==> src/rtl/scrypt_nonce_feeder_pkg.sv <==
// Shared widths and FSM state type for the scrypt nonce feeder.
package scrypt_nonce_feeder_pkg;

  localparam int unsigned HDR_W     = 640;
  localparam int unsigned NONCE_W   = 32;
  localparam int unsigned PREFIX_W  = HDR_W - NONCE_W;
  localparam int unsigned NONCE_LSB = 608;

  typedef enum logic [1:0] {
    StIdle,
    StLaunch,
    StWait,
    StDone
  } feeder_state_t;

endpackage

==> src/rtl/scrypt_nonce_feeder.sv <==
// Job sequencer for scrypt_top: walks a nonce range one hash at a time and
// stops on the first match or when the inclusive end nonce has been tried.
module scrypt_nonce_feeder
  import scrypt_nonce_feeder_pkg::*;
(
  input  logic                i_clk,
  input  logic                i_rst,
  input  logic                i_start,
  input  logic                i_abort,
  input  logic [PREFIX_W-1:0] i_header_in,
  input  logic [NONCE_W-1:0]  i_nonce_start,
  input  logic [NONCE_W-1:0]  i_nonce_end,
  output logic                o_core_enable,
  output logic [HDR_W-1:0]    o_core_data,
  input  logic                i_core_hash_done,
  input  logic                i_core_match_found,
  output logic                o_busy,
  output logic                o_done,
  output logic                o_found,
  output logic [NONCE_W-1:0]  o_found_nonce,
  output logic                o_exhausted,
  output logic [NONCE_W-1:0]  o_hashes_tried
);

  feeder_state_t       r_state;
  logic [PREFIX_W-1:0] r_prefix;
  logic [NONCE_W-1:0]  r_nonce_cur;
  logic [NONCE_W-1:0]  r_end;
  logic                r_core_enable;
  logic                r_done;
  logic                r_found;
  logic [NONCE_W-1:0]  r_found_nonce;
  logic                r_exhausted;
  logic [NONCE_W-1:0]  r_hashes;

  logic [NONCE_W-1:0]  w_hashes_inc;
  logic                w_last;

  assign w_hashes_inc = (r_hashes == '1) ? r_hashes : r_hashes + NONCE_W'(1);
  assign w_last       = (r_nonce_cur == r_end);

  always_ff @(posedge i_clk) begin
    if (i_rst) begin
      r_state       <= StIdle;
      r_prefix      <= '0;
      r_nonce_cur   <= '0;
      r_end         <= '0;
      r_core_enable <= 1'b0;
      r_done        <= 1'b0;
      r_found       <= 1'b0;
      r_found_nonce <= '0;
      r_exhausted   <= 1'b0;
      r_hashes      <= '0;
    end else begin
      r_core_enable <= 1'b0;
      r_done        <= 1'b0;
      case (r_state)
        StIdle: begin
          if (i_start && !i_abort) begin
            r_prefix      <= i_header_in;
            r_nonce_cur   <= i_nonce_start;
            r_end         <= i_nonce_end;
            r_found       <= 1'b0;
            r_found_nonce <= '0;
            r_exhausted   <= 1'b0;
            r_hashes      <= '0;
            r_core_enable <= 1'b1;
            r_state       <= StLaunch;
          end
        end
        StLaunch: begin
          r_state <= i_abort ? StIdle : StWait;
        end
        StWait: begin
          // abort wins over a completion arriving in the same cycle
          if (i_abort) begin
            r_state <= StIdle;
          end else if (i_core_hash_done) begin
            r_hashes <= w_hashes_inc;
            if (i_core_match_found) begin
              r_found       <= 1'b1;
              r_found_nonce <= r_nonce_cur;
              r_done        <= 1'b1;
              r_state       <= StDone;
            end else if (w_last) begin
              r_exhausted <= 1'b1;
              r_done      <= 1'b1;
              r_state     <= StDone;
            end else begin
              r_nonce_cur   <= r_nonce_cur + NONCE_W'(1);
              r_core_enable <= 1'b1;
              r_state       <= StLaunch;
            end
          end
        end
        StDone: begin
          r_state <= StIdle;
        end
        default: begin
          r_state <= StIdle;
        end
      endcase
    end
  end

  assign o_core_enable  = r_core_enable;
  assign o_core_data    = {r_nonce_cur, r_prefix};
  assign o_busy         = (r_state != StIdle);
  assign o_done         = r_done;
  assign o_found        = r_found;
  assign o_found_nonce  = r_found_nonce;
  assign o_exhausted    = r_exhausted;
  assign o_hashes_tried = r_hashes;

endmodule

==> config.mk <==
export PLATFORM = sky130hd
export DESIGN_NAME = scrypt_nonce_feeder
export DESIGN_NICKNAME = d
export VERILOG_FILES = /design/src/rtl/scrypt_nonce_feeder_pkg.sv /design/src/rtl/scrypt_nonce_feeder.sv
export SDC_FILE = /design/constraint.sdc
export NUM_CORES = 2
export LEC_CHECK = 0
export CORE_AREA = 2 2 545 547
export DETAILED_ROUTE_END_ITERATION = 16
export DIE_AREA = 0 0 547 549
export HOLD_SLACK_MARGIN = 0.15
export PLACE_DENSITY = 0.3
export RECOVER_POWER = 100
export SLEW_MARGIN = 20
export SYNTH_ARGS = -nofsm -noshare
export SYNTH_HDL_FRONTEND = slang
export SYNTH_SLANG_ARGS = --single-unit
==> constraint.sdc <==
create_clock -name i_clk -period 2.4 [get_ports i_clk]
set_clock_uncertainty 0.1 [all_clocks]
set_input_delay 0.48 -clock i_clk [delete_from_list [all_inputs] [get_ports i_clk]]
set_output_delay 0.48 -clock i_clk [all_outputs]
set_load 0.05 [all_outputs]
After elaboration in Yosys (flattened, before gate mapping). Index checks and enable logic that the tools add are counted.

Flip-flop bits (word level): 742. Bits of input ports: 678. Output and inout bits: 709. Word-level logic and storage cells: 80.

Add/sub/neg operators: 2. Equal/unequal tests: 14. Multiplexer cells: 40. Bitwise gates (word level): 2. Reductions and logical operators: 12.

Operators by type and width (count): $mux 32 (12); $pmux 32 s2 (3); $add 32x1->32 const B (2); $eq 32x32->1 (1); $eq 32x32->1 const B (1); $ne 2x2->1 const B (8); $mux 1 (15); $mux 2 (6); $reduce_and 6->1 (2); $reduce_and 5->1 (2); $pmux 2 s4 (1); $pmux 1 s2 (3); $eq 2x2->1 const B (2); $reduce_and 2->1 (2); $reduce_bool 2->1 (2); $reduce_or 4->1 (1); $ne 3x3->1 const B (1); $eq 2x1->1 const B (1); $logic_not 2->1 (1); $not 1->1 (2); $logic_and 1x1->1 (1); $logic_not 1->1 (1).

Logic depth before layout (Yosys ltp).
Word-level depth: 6. Depth in mapped cells: 9. Gate-level depth less buffers: 7.

Least setup slack after synthesis. OpenSTA, ideal clock, no wires.

Path kind: reg-to-reg. From: reg r_nonce_cur[1]. To: reg r_nonce_cur[24]. Setup time: 134 ps. Arrival: 2570 ps. Data required time: 2166 ps. Slack: -404 ps. Stages on the path, launching flop included: 9. Path buffers: 1. Period minus slack after synthesis: 2804 ps. Cells stage by stage: dfxtp_1 -> ha_1 -> nand3_1 -> or4_1 -> buf_2 -> or3_4 -> or3_1 -> o21ai_2 -> a211oi_2.

Cells in the longest elaborated chain, start to end: 6. Elaborated cells on any way between the ends: 9. Classes of those cells: add/sub (1); eq/ne (2); mux (5); reduce/logical (1).

RTL lines: start: declaration (line scrypt_nonce_feeder.sv:27) `logic [NONCE_W-1:0] r_nonce_cur;`; start signal: assignment (line scrypt_nonce_feeder.sv:61) `r_nonce_cur <= i_nonce_start;`; start signal: assignment (line scrypt_nonce_feeder.sv:90) `r_nonce_cur <= r_nonce_cur + NONCE_W'(1);`; $add 32x1->32 (line scrypt_nonce_feeder.sv:90); $mux 32 (line scrypt_nonce_feeder.sv:85) `end else if (w_last) begin`; $mux 32 (line scrypt_nonce_feeder.sv:80) `if (i_core_match_found) begin`; $mux 32 (line scrypt_nonce_feeder.sv:78) `end else if (i_core_hash_done) begin`; $mux 32 (line scrypt_nonce_feeder.sv:76) `if (i_abort) begin`; $pmux 32 s2 (line scrypt_nonce_feeder.sv:57) `case (r_state)`.

Several ways; a longest one is shown, not always the timed one. The select of a mux whose other input is x is not followed. A chain may end at the register's enable or synchronous reset.

Final worst setup path.
From: reg r_end[22]. To: reg r_nonce_cur[11].

Cells in the longest elaborated chain, start to end: 3.

RTL lines: start: declaration (line scrypt_nonce_feeder.sv:28) `logic [NONCE_W-1:0] r_end;`; start signal: assignment (line scrypt_nonce_feeder.sv:62) `r_end <= i_nonce_end;`; $eq 32x32->1 (line scrypt_nonce_feeder.sv:40) `assign w_last = (r_nonce_cur == r_end);`; $ne 2x2->1 (no source line); $reduce_and 6->1 (no source line).

No other way between the ends.

==> results.txt <==
- Combined area of the multi-input logic cells: 11300 um^2
- Using the TritonRoute via totals, the vias-per-cell ratio works out to 3.42.
* Detailed-route wire length: roughly 230 mm
* Async S/R FF share, synth: 0
* Net count of the mapped netlist: 4148
- Sequential fraction of design power: 0.365
- Largest fanout on the critical path: 4
- Leaving out fill and tap cells, the most frequent cells in the layout are 1333 x sky130_fd_sc_hd__nand2_1, 694 x sky130_fd_sc_hd__dfxtp_1, 676 x sky130_fd_sc_hd__clkdlybuf4s50_1, 669 x sky130_fd_sc_hd__a21oi_1, 521 x sky130_fd_sc_hd__dlygate4sd3_1.
- Initial Utilization: 0.0919
* Power per cell area: 669 nW/um^2
- The most used flip-flop cell after synthesis is sky130_fd_sc_hd__dfxtp_1.
* Final setup violation count: 0
- In the global route stage, overall resource usage came out at 0.144.
- Global route hottest layer: met2
* Number of flops mapped to enable cells by yosys: 0
- Compared with the post-synthesis result, the final layout area differs by 101%.
- Int Pwr: between 20000 and 30000 uW
* Static leakage: 0.0214 uW
- The pre-antenna-repair detailed-routing pass consisted of 5 iterations.
- Maximum vdd drop: 0.537 mV
* Clock tree from TritonCTS: yes
* Core Box Area: 295000 um^2
* Arrival @ worst endpoint: 3.02 ns
- Routed via count: 32500
- A synthesized cell averages 7.82 um^2.
* Max-cap viol count: 0
* Die height: 549 um
- STA classifies the critical path endpoint as a flop.
* Total Power: 36500 uW
- In this run the tightest slew margin relative to its limit is 0.546.
* DRC violations left: 0
- At the pin with the least slew margin, the transition time is between 0.6 and 0.7 ns.
- The first global-routing pass estimated 299 mm of wire.
* Clock Latency Late Sink: 0.85 ns
- In this run the number of H-tree levels came out at 3.
- Antenna Violating Nets Remaining: 0
- After floorplanning, the core was divided into 200 placement rows.
- At the end of the flow, the number of nets in the layout was roughly 6200.
- In this run, the number of DRC markers left after iteration 0 of detailed routing was 1819.
- In the final routed layout, each cell accounts on average for 23.8 um.
- Die Span X: 547 um
- STA classifies the critical path startpoint as a flop.
* Sequential share of the synthesized area: 0.548
* Period Utilization, post-route: 0.970
- The clock passes through at most 4 buffers.
- Of the total power, the clock network draws 0.439.
- TritonCTS created 107 clock buffers.
* Routing usage on met1: 0.172
- Counting flops and latches in the post-synthesis netlist gives approximately 740.
- Counting every sink on the clock net gives roughly 740.
- Synthesized instance count: 3468
- Input/output buffers: 1386
* Proportion of power drawn by combinational gates: 0.197
- Layout cell share with drive strength beyond 1: 0.158
* Post-layout minimum cycle time: 2.33 ns
* Via count of the first global-routing pass: 33100
- Of the total power, the share spent switching nets is 0.310.
* Worst min-delay path class: input pin to flop
* Power spent charging and discharging nets: 11300 uW
- Entering global routing, the biggest net connects approximately 100 pins.
- Summed over all failing endpoints, the final setup total negative slack is 0 ns.
- Registers take 14900 um^2.
- Clock tree synthesis selected as its root buffer the cell sky130_fd_sc_hd__clkbuf_16.
* Number of endpoints with negative hold slack in the final report: 0
- For this run, the number of Yosys warnings is 0.
- Worst Path Required: 3.09 ns
- Derived from the worst setup path, the maximum achievable clock frequency is about 430 MHz.
- RePlAce Congestion: 0.865
* Filler Cells Inserted: approximately 33000
* Final count of pins violating max slew: 0
- The critical path is of the flop to flop type.
* Met3 Resource Use GR: 0.0577
* Number of top-level pins: 1387
- RSZ-0062 raised after global routing: true
* Number of antenna violations at the first check in global routing: 63
- The netlist uses 62 different library cells.
- Detailed Place HPWL: 187 mm
- Fraction of met2 tracks used by global routing: 0.243
- Leading cell type in the layout, fill and taps excluded: sky130_fd_sc_hd__nand2_1
- Total gr overflow: 0
- After clock tree synthesis, the clock-pin slew on the worst setup and hold paths is ~0.06 ns.
- The die covers 300000 um^2.
* Synthesized area: about 27000 um^2
- The flow ran to the end, and the final reports show no timing, DRC or antenna violations.
==> registers in the layout, indices dropped and copies added (netlist names) <==
name,flops
r_prefix,608
o_found_nonce,32
o_hashes_tried,32
r_end,32
r_nonce_cur,32
r_state,2
o_core_enable,1
o_done,1
o_exhausted,1
o_found,1
==> cells in the mapped netlist, drive strengths merged, types with 3 or more instances <==
cell / n / area (um^2)
and2: 4 / 25.0
or4: 3 / 22.5
a32oi: 3 / 26.3
a21oi: 669 / 3350
and4: 9 / 78.8
inv: 9 / 33.8
nand4: 18 / 119
a221o: 3 / 30.0
nor4: 20 / 144
or3: 11 / 73.8
a22oi: 34 / 255
clkbuf: 239 / 897
nand2b: 3 / 18.8
nand3: 38 / 190
and3: 16 / 100
nor2: 95 / 359
a211oi: 17 / 138
nor3: 12 / 65.1
xnor2: 11 / 96.3
o21ai: 35 / 179
o22ai: 3 / 18.8
a31oi: 21 / 131
dfxtp: 742 / 14900
nand2: 1333 / 5000
nor2b: 4 / 25.0
o2111ai: 4 / 35.0
a32o: 3 / 30.0
xor2: 47 / 412
buf: 32 / 141
==> layout make-up <==
cell class | instances | area share
clock inverters | 27 | 0.00465
well taps | 3939 | 0.0903
multi-input cells | 2445 | 0.207
diodes | 13 | 0.000596
repair buffers | 2176 | 0.364
flip-flops and latches | 742 | 0.274
clock buffers | 159 | 0.0586
inverters | 10 | 0.000688
==> metrics by stage <==
step                      instance area, um^2  utilization  setup WS, ns  cells  hold WS [ns]
after floorplan                         27200            -      -0.00571   3468         0.348
after global placement                  46800        0.159        -0.487   8792         0.341
after detailed placement                46800        0.159        -0.401   8792         0.347
after CTS                               55200        0.187     0.0000275   9497         0.150
after global routing                    54600        0.185       -0.0733   9501         0.193
final                                   54600        0.185        0.0711   9511         0.240
==> worst paths after layout <==
path | startpoint | to | slack, ns | cells past startpoint
worst min-delay path | i_header_in[9] | r_prefix[9]$_SDFFE_PP0P_ | 0.24 | 3
worst max-delay path | r_end[22]$_SDFFE_PP0P_ | r_nonce_cur[11]$_SDFFE_PP0P_ | 0.07 | 8
worst max register to register | r_end[22]$_SDFFE_PP0P_ | r_nonce_cur[11]$_SDFFE_PP0P_ | 0.07 | 8
worst min register to register | r_prefix[247]$_SDFFE_PP0P_ | r_prefix[247]$_SDFFE_PP0P_ | 0.35 | 2
==> kinds of logic (layout without fill, tap and decap cells) <==
logic type	after synthesis	in the layout	synth area share
simple gates	1570	1570	0.231
compound gates	811	811	0.161
flops	742	742	0.548
buf+inv	281	2372	0.0397
xor+xnor	58	58	0.0187
mux	4	4	0.00157
fa+ha+maj	2	2	0.000922
other cells	0	13	0
==> per-layer routing <==
metal	routed length [um]	share of wire
met4	3720	0.016
met1	93600	0.41
met3	21900	0.097
met5	241	0.0011
met2	107000	0.47
==> critical path, stage by stage (launching register included) <==
cell and delay, ns:
sky130_fd_sc_hd__dfxtp_1 0.42, sky130_fd_sc_hd__xor2_1 0.31, sky130_fd_sc_hd__nor4_2 0.10, sky130_fd_sc_hd__buf_4 0.14
sky130_fd_sc_hd__nand4_1 0.13, sky130_fd_sc_hd__nor2_1 0.07, sky130_fd_sc_hd__buf_4 0.17, sky130_fd_sc_hd__nor4_1 0.55
sky130_fd_sc_hd__a221o_1 0.27
==> repair_timing <==
item,CTS,global route
gates cloned,0,1
resized for setup,600,16
hold buffers,521,0
setup buffers,0,2
pin swaps,1,4
hold endpoints to repair,553,0
endpoints found under the setup margin,439,42
==> power by group through the flow <==
stage	Combinational [uW]	Clock, uW	Sequential (uW)
after floorplan	1310	0	15200
after global placement	6830	0	13600
after detailed placement	6820	0	13600
after CTS	7460	16700	13300
after global routing	7610	17100	13400
final	7180	16000	13300
Note: power is estimated with default switching activity, not from simulation.
